File: src/rtl/multicycle_control_fsm.sv
// rtl/multicycle_control_fsm.sv - multi-cycle RISC-V control sequencer
// Moore FSM driving datapath enables and mux selects; stalls on memory, traps on illegal opcodes.
module multicycle_control_fsm #(
  parameter int ALU_OP_W  = 3,
  parameter bit BRANCH_EN = 1'b1,
  parameter bit JAL_EN    = 1'b1
) (
  input  logic                clk,
  input  logic                reset,
  input  logic [6:0]          OP_i,
  input  logic                Zero_i,
  input  logic                Mem_Ready_i,
  output logic                PC_Write_o,
  output logic                IR_Write_o,
  output logic                IorD_o,
  output logic                Mem_Read_o,
  output logic                Mem_Write_o,
  output logic                Mem_to_Reg_o,
  output logic                Reg_Write_o,
  output logic [1:0]          ALU_Src_A_o,
  output logic [1:0]          ALU_Src_B_o,
  output logic                PC_Src_o,
  output logic [ALU_OP_W-1:0] ALU_Op_o,
  output logic                Retire_o,
  output logic                Illegal_o
);

  localparam logic [6:0] OPC_R      = 7'h33;
  localparam logic [6:0] OPC_I      = 7'h13;
  localparam logic [6:0] OPC_LUI    = 7'h37;
  localparam logic [6:0] OPC_LOAD   = 7'h03;
  localparam logic [6:0] OPC_STORE  = 7'h23;
  localparam logic [6:0] OPC_BRANCH = 7'h63;
  localparam logic [6:0] OPC_JAL    = 7'h6F;

  localparam logic [1:0] SRCA_PC     = 2'b00;
  localparam logic [1:0] SRCA_OLD_PC = 2'b01;
  localparam logic [1:0] SRCA_RS1    = 2'b10;
  localparam logic [1:0] SRCA_ZERO   = 2'b11;

  localparam logic [1:0] SRCB_RS2    = 2'b00;
  localparam logic [1:0] SRCB_FOUR   = 2'b01;
  localparam logic [1:0] SRCB_IMM    = 2'b10;

  localparam logic [2:0] ALUOP_R     = 3'b000;
  localparam logic [2:0] ALUOP_I     = 3'b001;
  localparam logic [2:0] ALUOP_LUI   = 3'b010;
  localparam logic [2:0] ALUOP_SW    = 3'b011;
  localparam logic [2:0] ALUOP_LW    = 3'b100;
  localparam logic [2:0] ALUOP_BR    = 3'b101;
  localparam logic [2:0] ALUOP_ADD   = 3'b110;

  typedef enum logic [3:0] {
    S_FETCH    = 4'd0,
    S_DECODE   = 4'd1,
    S_EXEC_R   = 4'd2,
    S_EXEC_I   = 4'd3,
    S_LUI      = 4'd4,
    S_ALU_WB   = 4'd5,
    S_MEM_ADDR = 4'd6,
    S_MEM_RD   = 4'd7,
    S_MEM_WB   = 4'd8,
    S_MEM_WR   = 4'd9,
    S_BRANCH   = 4'd10,
    S_JAL      = 4'd11,
    S_TRAP     = 4'd12
  } state_t;

  state_t     r_state;
  state_t     w_next;
  logic [6:0] r_opcode;
  logic [2:0] w_alu_op;
  logic       w_is_load;

  always_ff @(posedge clk or posedge reset) begin
    if (reset) begin
      r_state <= S_FETCH;
    end else begin
      r_state <= w_next;
    end
  end

  // Later states steer from this copy, so OP_i may change freely after DECODE.
  always_ff @(posedge clk or posedge reset) begin
    if (reset) begin
      r_opcode <= 7'h00;
    end else if (r_state == S_DECODE) begin
      r_opcode <= OP_i;
    end
  end

  assign w_is_load = (r_opcode == OPC_LOAD);

  always_comb begin
    w_next = S_FETCH;
    case (r_state)
      S_FETCH:    w_next = Mem_Ready_i ? S_DECODE : S_FETCH;
      S_DECODE: begin
        case (OP_i)
          OPC_R:                w_next = S_EXEC_R;
          OPC_I:                w_next = S_EXEC_I;
          OPC_LUI:              w_next = S_LUI;
          OPC_LOAD, OPC_STORE:  w_next = S_MEM_ADDR;
          OPC_BRANCH:           w_next = BRANCH_EN ? S_BRANCH : S_TRAP;
          OPC_JAL:              w_next = JAL_EN ? S_JAL : S_TRAP;
          default:              w_next = S_TRAP;
        endcase
      end
      S_EXEC_R:   w_next = S_ALU_WB;
      S_EXEC_I:   w_next = S_ALU_WB;
      S_LUI:      w_next = S_ALU_WB;
      S_ALU_WB:   w_next = S_FETCH;
      S_MEM_ADDR: w_next = w_is_load ? S_MEM_RD : S_MEM_WR;
      S_MEM_RD:   w_next = Mem_Ready_i ? S_MEM_WB : S_MEM_RD;
      S_MEM_WB:   w_next = S_FETCH;
      S_MEM_WR:   w_next = Mem_Ready_i ? S_FETCH : S_MEM_WR;
      S_BRANCH:   w_next = S_FETCH;
      S_JAL:      w_next = S_FETCH;
      S_TRAP:     w_next = S_TRAP;
      default:    w_next = S_FETCH;
    endcase
  end

  always_comb begin
    PC_Write_o   = 1'b0;
    IR_Write_o   = 1'b0;
    IorD_o       = 1'b0;
    Mem_Read_o   = 1'b0;
    Mem_Write_o  = 1'b0;
    Mem_to_Reg_o = 1'b0;
    Reg_Write_o  = 1'b0;
    ALU_Src_A_o  = SRCA_PC;
    ALU_Src_B_o  = SRCB_RS2;
    PC_Src_o     = 1'b0;
    w_alu_op     = ALUOP_R;
    Retire_o     = 1'b0;
    Illegal_o    = 1'b0;
    case (r_state)
      S_FETCH: begin
        Mem_Read_o  = 1'b1;
        ALU_Src_A_o = SRCA_PC;
        ALU_Src_B_o = SRCB_FOUR;
        w_alu_op    = ALUOP_ADD;
        IR_Write_o  = Mem_Ready_i;
        PC_Write_o  = Mem_Ready_i;
      end
      // Precompute the branch/JAL target into ALUOut while the opcode is decoded.
      S_DECODE: begin
        ALU_Src_A_o = SRCA_OLD_PC;
        ALU_Src_B_o = SRCB_IMM;
        w_alu_op    = ALUOP_ADD;
      end
      S_EXEC_R: begin
        ALU_Src_A_o = SRCA_RS1;
        ALU_Src_B_o = SRCB_RS2;
        w_alu_op    = ALUOP_R;
      end
      S_EXEC_I: begin
        ALU_Src_A_o = SRCA_RS1;
        ALU_Src_B_o = SRCB_IMM;
        w_alu_op    = ALUOP_I;
      end
      S_LUI: begin
        ALU_Src_A_o = SRCA_ZERO;
        ALU_Src_B_o = SRCB_IMM;
        w_alu_op    = ALUOP_LUI;
      end
      S_ALU_WB: begin
        Reg_Write_o = 1'b1;
        Retire_o    = 1'b1;
      end
      S_MEM_ADDR: begin
        ALU_Src_A_o = SRCA_RS1;
        ALU_Src_B_o = SRCB_IMM;
        w_alu_op    = w_is_load ? ALUOP_LW : ALUOP_SW;
      end
      S_MEM_RD: begin
        IorD_o     = 1'b1;
        Mem_Read_o = 1'b1;
      end
      S_MEM_WB: begin
        Reg_Write_o  = 1'b1;
        Mem_to_Reg_o = 1'b1;
        Retire_o     = 1'b1;
      end
      S_MEM_WR: begin
        IorD_o      = 1'b1;
        Mem_Write_o = 1'b1;
        Retire_o    = Mem_Ready_i;
      end
      S_BRANCH: begin
        ALU_Src_A_o = SRCA_RS1;
        ALU_Src_B_o = SRCB_RS2;
        w_alu_op    = ALUOP_BR;
        PC_Src_o    = 1'b1;
        PC_Write_o  = Zero_i;
        Retire_o    = 1'b1;
      end
      S_JAL: begin
        PC_Src_o    = 1'b1;
        PC_Write_o  = 1'b1;
        Reg_Write_o = 1'b1;
        Retire_o    = 1'b1;
      end
      S_TRAP: begin
        Illegal_o = 1'b1;
      end
      default: begin
        Illegal_o = 1'b0;
      end
    endcase
  end

  assign ALU_Op_o = ALU_OP_W'(w_alu_op);

endmodule

File: config.mk
export PLATFORM = sky130hd
export DESIGN_NAME = multicycle_control_fsm
export DESIGN_NICKNAME = d
export VERILOG_FILES = /design/src/rtl/multicycle_control_fsm.sv
export SDC_FILE = /design/constraint.sdc
export NUM_CORES = 1
export LEC_CHECK = 0
export CAP_MARGIN = 20
export CELL_PAD_IN_SITES_DETAIL_PLACEMENT = 1
export CELL_PAD_IN_SITES_GLOBAL_PLACEMENT = 2
export CORE_ASPECT_RATIO = 0.8
export CORE_MARGIN = 5
export CORE_UTILIZATION = 26
export DETAILED_ROUTE_END_ITERATION = 10
export MAX_ROUTING_LAYER = met4
export PLACE_DENSITY_LB_ADDON = 0.1
export RECOVER_POWER = 25
export SLEW_MARGIN = 20
export SYNTH_ARGS = -nofsm -noshare
export SYNTH_HDL_FRONTEND = slang
export SYNTH_SLANG_ARGS = --single-unit
File: constraint.sdc
create_clock -name clk -period 1.95 [get_ports clk]
set_input_delay 0.585 -clock clk [delete_from_list [all_inputs] [get_ports clk]]
set_output_delay 0.585 -clock clk [all_outputs]
set_load 0.03 [all_outputs]
Word level (Yosys, flattened, before mapping)
Cells that the tools add are included.
Widths: inputs -> output; s select.
- equality and inequality tests: 20
- multiplexer cells: 20
- reduce and logical (&&, ||, !) cells: 11
- operators by type and width (cell ; number):
    $pmux 4 s7 ; 1
    $pmux 4 s6 ; 1
    $eq 7x6->1 const B ; 3
    $eq 4x4->1 const B ; 5
    $eq 4x3->1 const B ; 4
    $pmux 3 s5 ; 1
    $eq 7x2->1 const B ; 2
    $eq 7x7->1 const B ; 2
    $mux 4 ; 3
    $reduce_or 4->1 ; 3
    $reduce_or 2->1 ; 5
    $mux 1 ; 9
    $eq 4x2->1 const B ; 2
    $eq 7x5->1 const B ; 1
    $pmux 2 s3 ; 1
    $reduce_or 3->1 ; 2
    $eq 4x1->1 const B ; 1
    $logic_not 4->1 ; 1
    $pmux 2 s2 ; 1
    $mux 3 ; 1
    $pmux 1 s3 ; 1
    $pmux 1 s2 ; 1
- register bits: 11
- input port bits: 11
- output and inout port bits: 17
- logic and storage cells: 53

Longest topological paths before layout
Gate-level depths: netlist of run 1.
- word-level depth: 4
- gate-level depth with buffers: 5
- depth with buffers taken out: 4

Worst setup path before layout of run 1
OpenSTA, ideal clock, no wires.
- path type: flip-flop to output port
- start: register r_state[2]
- end: output port PC_Write_o
- data arrival time: 2.332 ns
- required time: 1.365 ns
- slack: -0.967 ns
- stages on the path, launching flop included: 5
- path buffers: 1
- cell sequence: dfrtp_1 buf_6 nor4_1 and2_1 nand2b_1
- cells in the longest elaborated chain, start to end: 2
- elaborated cells on any way between the ends: 4
- those cells by class: eq/ne (2); mux (1); reduce/logical (1)
- ends and longest elaborated chain (what ; RTL line ; text):
    start, declared ; 69 ; state_t r_state;
    start signal, assigned ; 79 ; r_state <= w_next;
    $eq 4x4->1 / $logic_not 4->1 (equally long branches) ; 138 ; case (r_state)
    $pmux 1 s3 * ; 138 ;
    end, declared ; 13 ; output logic PC_Write_o,
Every way passes the cells marked *; elsewhere a longest branch is shown, timed or not.

Worst setup path in the final report of run 1
- start: register r_opcode[4]
- end: output port ALU_Op_o[2]
- cells in the longest elaborated chain, start to end: 3
- ends and longest elaborated chain (what ; RTL line ; text):
    start, declared ; 71 ; logic [6:0] r_opcode;
    start signal, assigned ; 88 ; r_opcode <= OP_i;
    $eq 7x2->1 ; 92 ; assign w_is_load = (r_opcode == OPC_LOAD);
    $mux 3 ; 175 ; w_alu_op = w_is_load ? ALUOP_LW : ALUOP_SW;
    $pmux 3 s5 ; 138 ;
    end, declared ; 23 ; output logic [ALU_OP_W-1:0] ALU_Op_o,
No other way between the ends.

==> impl_metrics.csv, run 1 <==
group,metric,value,unit
run_status,outcome,"finished with violations",
run_status,violated_checks,"negative setup slack",
synthesis,area_share_of_the_largest_cell_type_after_synthesis,30.9,%
place,dpl-instance-area,0.00133,mm2
cts,clk_latency,0.24,ns
synthesis,synth.lib_cells_used.distinct,41,
drt,routed_wirelength,3.26,mm
finish,total_area_of_sequential_cells,280,um2
floorplan,width_of_the_die,75.5,um
global_routing,antenna_found_initial,0,
drt,dr_total_vias,978,
cts,clockBufferDepth,2,
finish,area_growth_syn_to_layout,85.3,%
worst_setup_path,crit_arrival,1.47,ns
worst_setup_path,cp-start-kind,"flip-flop",
power_and_ir_drop,clock_power_share,8.5,%
place,place.port_buffers,27,
power_and_ir_drop,vdd_ir_drop_max,1.07,mV
finish,fillers,389,
synthesis,synth_top_flop_cell,"dfrtp_1",
drt,1st_iter_drt_viols,45,
synthesis,synth_most_common_cell,"nand2_1",
global_routing,track_usage,14.4,%
power_and_ir_drop,power_per_cell_area,1590,mW/mm2
cts,post_cts_hold_buffer_count,0,
sta,timing.final.crit_share,106,%
floorplan,core_area,0.00338,mm2
drt,viasPerCell,4.79,
sta,final-max-slew-violation-count,0,
finish,finish.cell_count_without_fillers,204,
global_routing,global_route_wire_length_before_repair,5.18,mm
sta,final_worst_clock_skew,0.00777,ns
worst_hold_path,worstHoldPathType,"flip-flop to flip-flop",
synthesis,synth-seq-cells,11,
worst_setup_path,reg2reg_depth,5,
finish,final_cell_area,0.00165,mm2
power_and_ir_drop,pwr-share-seq,18.3,%
sta,finalSetupViolCount,9,
worst_hold_path,whs_path_depth,1,
place,gpl.final_weighted_congestion,0.746,
sta,max_slew.worst_pin.slew,0.523,ns
cts,cts_inserted_buffers,3,
worst_setup_path,path_max_fanout,3,
power_and_ir_drop,switching_share,45.2,%
cts,ctsRootBufferMaster,"clkbuf_8",
worst_setup_path,largest_stage_delay_on_the_critical_path,0.37,ns
synthesis,synth_common_cells,"nand2_1 (13), dfrtp_1 (11), mux2_2 (8), nor2_1 (8), o22ai_1 (6)",
floorplan,design.die.area,0.00471,mm2
worst_setup_path,crit_type,"flip-flop to output port",
place,placedCellCount,185,
worst_setup_path,logic_depth_of_the_worst_setup_path_including_buffers,4,
worst_setup_path,cp_data_required_time,1.36,ns
sta,worst_hold_slack,0.505,ns
finish,layout-drive-gt1-share,58.0,%
sta,grt_setup_unrepaired,"yes",
power_and_ir_drop,switching_power,1.19,mW
cts,cts_htree_levels,1,
cts,clock_sinks,11,
synthesis,synth.avg_cell_area,8.50,um2
sta,fin_ws,-0.110,ns
sta,fmax,486,MHz
global_routing,first_global_vias,1064,
cts,cts_tree,"done",
power_and_ir_drop,finalPower,2.63,mW
worst_setup_path,path_cells,"and4bb_2 -> nand2_4 -> o32ai_4 -> buf_6",
synthesis,netlist_area,892,um2
finish,multi_input_area,724,um2
power_and_ir_drop,internal-power,1.44,mW
cts,clock_pin_slew_reported_for_the_worst_setup_and_hold_paths_after_clock_tree_synthesis,0.05,ns
finish,antenna_cells,0,
worst_setup_path,cp_num_buf_inv,1,
drt,remaining_drc_errors,0,
drt,ant_nets,0,
place,pre_cts_slack,-0.236,ns
power_and_ir_drop,p_leak,0.742,nW
synthesis,ys_top_cells_by_area,"dfrtp_1 (31%), mux2_2 (10%), nand2_1 (5.5%)",
drt,drt_pre_antenna_iters,4,
synthesis,mapped_nets,116,
drt,detail_route.wl_per_cell,16.0,um
synthesis,synth_enable_flop_cells,0,
finish,nets,174,
job,maxCapViolCount,0,
worst_setup_path,regToRegSetupSlack,0.11,ns
synthesis,seq_area_frac_synth,30.9,%
place,dp.final_hpwl,2.35,mm
floorplan,die_height,62.4,um
floorplan,num_rows,19,
floorplan,top_level_pins,28,
synthesis,ys_async_sr_fraction,100,%
synthesis,yosysWarningCount,0,
global_routing,maximum_number_of_pins_on_one_net_before_global_route_repair,12,
sta,finalWorstPathRequiredPeriod,2.06,ns
worst_setup_path,cpMaxStageDelayCell,"dfrtp_1",
global_routing,grt_overflow_total,0,
synthesis,yosys.area.top_type,"dfrtp_1",
power_and_ir_drop,gate_power_share,73.2,%
finish,layout.core_utilization,49.0,%
synthesis,syn-instance-count,105,
worst_setup_path,timing.critical_path.max_delay_family,"simple AND/OR/NAND/NOR gates",
worst_setup_path,setup.worst_path.end_class,"output port",
sta,maxSlewHeadroom,65.0,%
sta,final-hold-violation-count,0,
sta,setup_total_negative_slack,-0.573,ns
floorplan,floorplan.initialDensity,26.4,%
-- cell usage in the layout, fill, tap and decap left out, types with 2 or more instances in the layout --
master            n
mux2_2            8
xor2_1            2
inv_1             5
o21ai_0           2
buf_4            35
buf_6            15
nand3b_1          4
clkbuf_8          3
nand3_1           2
clkdlybuf4s50_1   8
nor3_2            2
nand2_1          12
nand2b_4          4
o22ai_1           4
nor2_1            6
nor2_4            2
dfrtp_1           7
dfrtp_2           4
nor3_4            2
a21oi_2           2
a21oi_1           2
o22ai_2           2
-- worst paths after layout --
check                                         from                       to
min in group asynchronous                    reset  r_opcode[2]$_DFFE_PP0P_
min reg2reg                r_opcode[5]$_DFFE_PP0P_  r_opcode[5]$_DFFE_PP0P_
max in group asynchronous                    reset     r_state[0]$_DFF_PP0_
min                        r_opcode[5]$_DFFE_PP0P_  r_opcode[5]$_DFFE_PP0P_
max reg2reg                   r_state[1]$_DFF_PP0_  r_opcode[1]$_DFFE_PP0P_
max                        r_opcode[4]$_DFFE_PP0P_              ALU_Op_o[2]
-- layer usage --
| metal | up-vias | part of all wire, % | GRT usage, % |
|---|---|---|---|
| li1 | 497 | - | - |
| met1 | 464 | 49 | 21.5 |
| met2 | 15 | 46 | 20.0 |
| met3 | 2 | 3.4 | 3.54 |
| met4 | 0 | 0.68 | 1.97 |
| met5 | - | 0 | - |
-- sequential cells by signal, indices dropped and copies added (netlist names) --
signal,cells
r_state,4
r_opcode,7
-- cell type report --
class / count / area share, %
repair buffers: 60 / 32.1
well taps: 42 / 3.18
clock buffers: 3 / 2.50
clock inverters: 1 / 0.303
flip-flops and latches: 11 / 17.0
multi-input cells: 82 / 43.8
inverters: 5 / 1.14
-- worst reg2reg max path, cell delays in order, from the launching register on --
cell      delay, ns
dfrtp_2        0.44
buf_6          0.15
nand2b_4       0.17
buf_4          0.15
nor3_4         0.41
mux2_2         0.40
-- cell families after synthesis --
| family | Yosys count | share of synthesized area, % |
|---|---|---|
| buf+inv | 12 | 6.87 |
| simple gates | 48 | 31.1 |
| xor+xnor | 3 | 2.95 |
| compound gates | 23 | 18.1 |
| flops | 11 | 30.9 |
| mux | 8 | 10.1 |
-- power groups by stage --
stage	Combinational [mW]	Sequential (mW)	Clock, mW
after floorplan	1.09	0.390	0
after global placement	1.55	0.441	0
after detailed placement	1.57	0.450	0
after CTS	1.73	0.470	0.234
after global routing	2.05	0.500	0.248
final	1.93	0.481	0.224
-- what timing repair did --
action,in CTS,in global routing
setup buffers,8,7
gates cloned,0,0
resized for setup,26,19
pin swaps,8,6
endpoints found under the setup margin,15,16
(Power assumes the default switching activity.)
==> run 2: changes to the inputs <==
- TNS_END_PERCENT: unset -> 1
- clock period: 1.95 -> 2.3 ns (I/O delays scaled with it)
==> run 2 against run 1 <==
The run now ends clean. Routed wire length shrank 15%. Clock skew shrank 0.0052 ns. Combinational power shrank 35%. Worst hold slack lost 0.0073 ns. Die area is the same. Worst setup slack gained 0.21 ns. Register-to-register slack gained 0.51 ns. Clock-buffer cell count grew 1. Non-clock buffer count shrank 23. Global-route usage shrank 1.3 points. Flip-flop and latch count is the same.
==> impl_metrics.csv, run 2 (synthesis results as in run 1) <==
group,metric,value,unit
place,dp.final_hpwl,2.17,mm
worst_setup_path,path_max_fanout,14,
place,place.port_buffers,27,
sta,setup_total_negative_slack,0,ns
place,gpl.final_weighted_congestion,0.763,
worst_setup_path,crit_type,"flip-flop to output port",
finish,layout.core_utilization,38.1,%
floorplan,width_of_the_die,75.5,um
sta,final_worst_clock_skew,0.00257,ns
finish,nets,151,
cts,cts_tree,"done",
worst_setup_path,crit_arrival,1.51,ns
place,placedCellCount,177,
finish,final_common_cell,"buf_4",
cts,post_cts_hold_buffer_count,0,
sta,finalSetupViolCount,0,
drt,remaining_drc_errors,0,
sta,fin_ws,0.0975,ns
floorplan,floorplan.initialDensity,26.4,%
run_status,outcome,"completed",
cts,cts_htree_levels,1,
floorplan,num_rows,19,
sta,fmax,454,MHz
worst_setup_path,cp_data_required_time,1.61,ns
worst_setup_path,largest_stage_delay_on_the_critical_path,0.40,ns
global_routing,grt_overflow_total,0,
cts,clk_latency,0.23,ns
global_routing,antenna_found_initial,0,
cts,clockBufferDepth,2,
finish,most-common-layout-cells,"buf_4 (26), nand2_1 (12), dfrtp_1 (10)",
cts,clock_sinks,11,
floorplan,design.die.area,0.00471,mm2
drt,detail_route.wl_per_cell,15.3,um
power_and_ir_drop,p_leak,0.567,nW
worst_setup_path,setup.worst_path.end_class,"output port",
finish,finish.cell_count_without_fillers,181,
drt,wl_met1,1.31,mm
sta,final-max-slew-violation-count,0,
power_and_ir_drop,vdd_ir_drop_max,0.412,mV
power_and_ir_drop,power_per_cell_area,1380,mW/mm2
floorplan,die_height,62.4,um
worst_hold_path,worstHoldPathType,"flip-flop to flip-flop",
finish,largest_registers,"r_opcode x7, r_state x4",
global_routing,global_route_wire_length_before_repair,4.80,mm
cts,postCtsSetupBuffers,0,
sta,timing.final.crit_share,95.8,%
finish,largest_register_ffs,7,
finish,layout-drive-gt1-share,35.3,%
worst_setup_path,timing.critical_path.max_delay_family,"simple AND/OR/NAND/NOR gates",
drt,met3WireLength,138,um
global_routing,track_usage,13.1,%
worst_setup_path,cp_num_buf_inv,2,
global_routing,maximum_number_of_pins_on_one_net_before_global_route_repair,15,
drt,ant_nets,0,
cts,clock_pin_slew_reported_for_the_worst_setup_and_hold_paths_after_clock_tree_synthesis,0.05,ns
finish,antenna_cells,0,
drt,met2RoutedLength,1.31,mm
finish,area_growth_syn_to_layout,44.3,%
sta,finalWorstPathRequiredPeriod,2.20,ns
worst_setup_path,cpMaxStageDelayCell,"dfrtp_1",
global_routing,first_global_vias,964,
job,maxCapViolCount,0,
drt,dr_total_vias,919,
drt,viasPerCell,5.08,
finish,fillers,418,
sta,maxSlewHeadroom,68.8,%
drt,maxUsedRoutingLayer,"met4",
cts,cts_inserted_buffers,3,
floorplan,top_level_pins,28,
drt,drt_pre_antenna_iters,4,
worst_setup_path,cp-start-kind,"flip-flop",
finish,final_cell_area,0.00129,mm2
finish,largest_register,"r_opcode",
sta,max_slew.worst_pin.slew,0.466,ns
cts,ctsRootBufferMaster,"clkbuf_8",
sta,final-hold-violation-count,0,
floorplan,core_area,0.00338,mm2
place,pre_cts_slack,-0.0903,ns
place,dpl-instance-area,0.00122,mm2
drt,routed_wirelength,2.77,mm
drt,1st_iter_drt_viols,28,
sta,grt_setup_unrepaired,"no",
worst_setup_path,path_cells,"buf_6 -> nor4_4 -> and2_2 -> nand2b_1 -> buf_4",
## run 2: timing repair
item / 4_1_cts / 5_1_grt
gates cloned: 0 / 0
resized for setup: 2 / 5
pin swaps: 0 / 0
endpoints found under the setup margin: 2 / 3
## run 2: worst paths after layout
path                                          from                 endpoint  slack, ns  depth (start not counted)
setup / recovery              r_state[2]$_DFF_PP0_               PC_Write_o        0.1                          5
hold / removal             r_opcode[1]$_DFFE_PP0P_  r_opcode[1]$_DFFE_PP0P_       0.50                          1
setup reg to reg              r_state[2]$_DFF_PP0_  r_opcode[2]$_DFFE_PP0P_       0.62                          4
hold reg to reg            r_opcode[1]$_DFFE_PP0P_  r_opcode[1]$_DFFE_PP0P_       0.50                          1
max in group asynchronous                    reset     r_state[3]$_DFF_PP0_       1.07                          2
min in group asynchronous                    reset  r_opcode[3]$_DFFE_PP0P_       0.90                          2
## run 2: metrics by stage
| stage | total power, mW | hold WS [ns] |
|---|---|---|
| CTS | 1.78 | 0.503 |
| global placement | 1.56 | 0.483 |
| floorplan | 1.19 | 0.472 |
| finish | 1.78 | 0.497 |
| detailed placement | 1.58 | 0.492 |
| global route | 1.92 | 0.530 |
## run 2: final cells by class
type	instances	area, um2	area share (%)
well taps	42	52.6	4.08
multi-input cells	82	589	45.8
inverters	5	18.8	1.46
clock buffers	4	45.0	3.50
repair buffers	37	305	23.7
flip-flops and latches	11	277	21.5
## run 2: where the power goes
group / switching (mW) / total (mW) / internal [mW]
combinational: 0.714 / 1.25 / 0.534
sequential: 0.0618 / 0.348 / 0.286
clock: 0.0657 / 0.187 / 0.121
## run 2: routing by layer
layer,vias to the layer above,global-route usage [%]
met5,-,-
met2,15,20.2
met3,2,4.02
met1,451,17.9
li1,451,-
met4,0,0.655
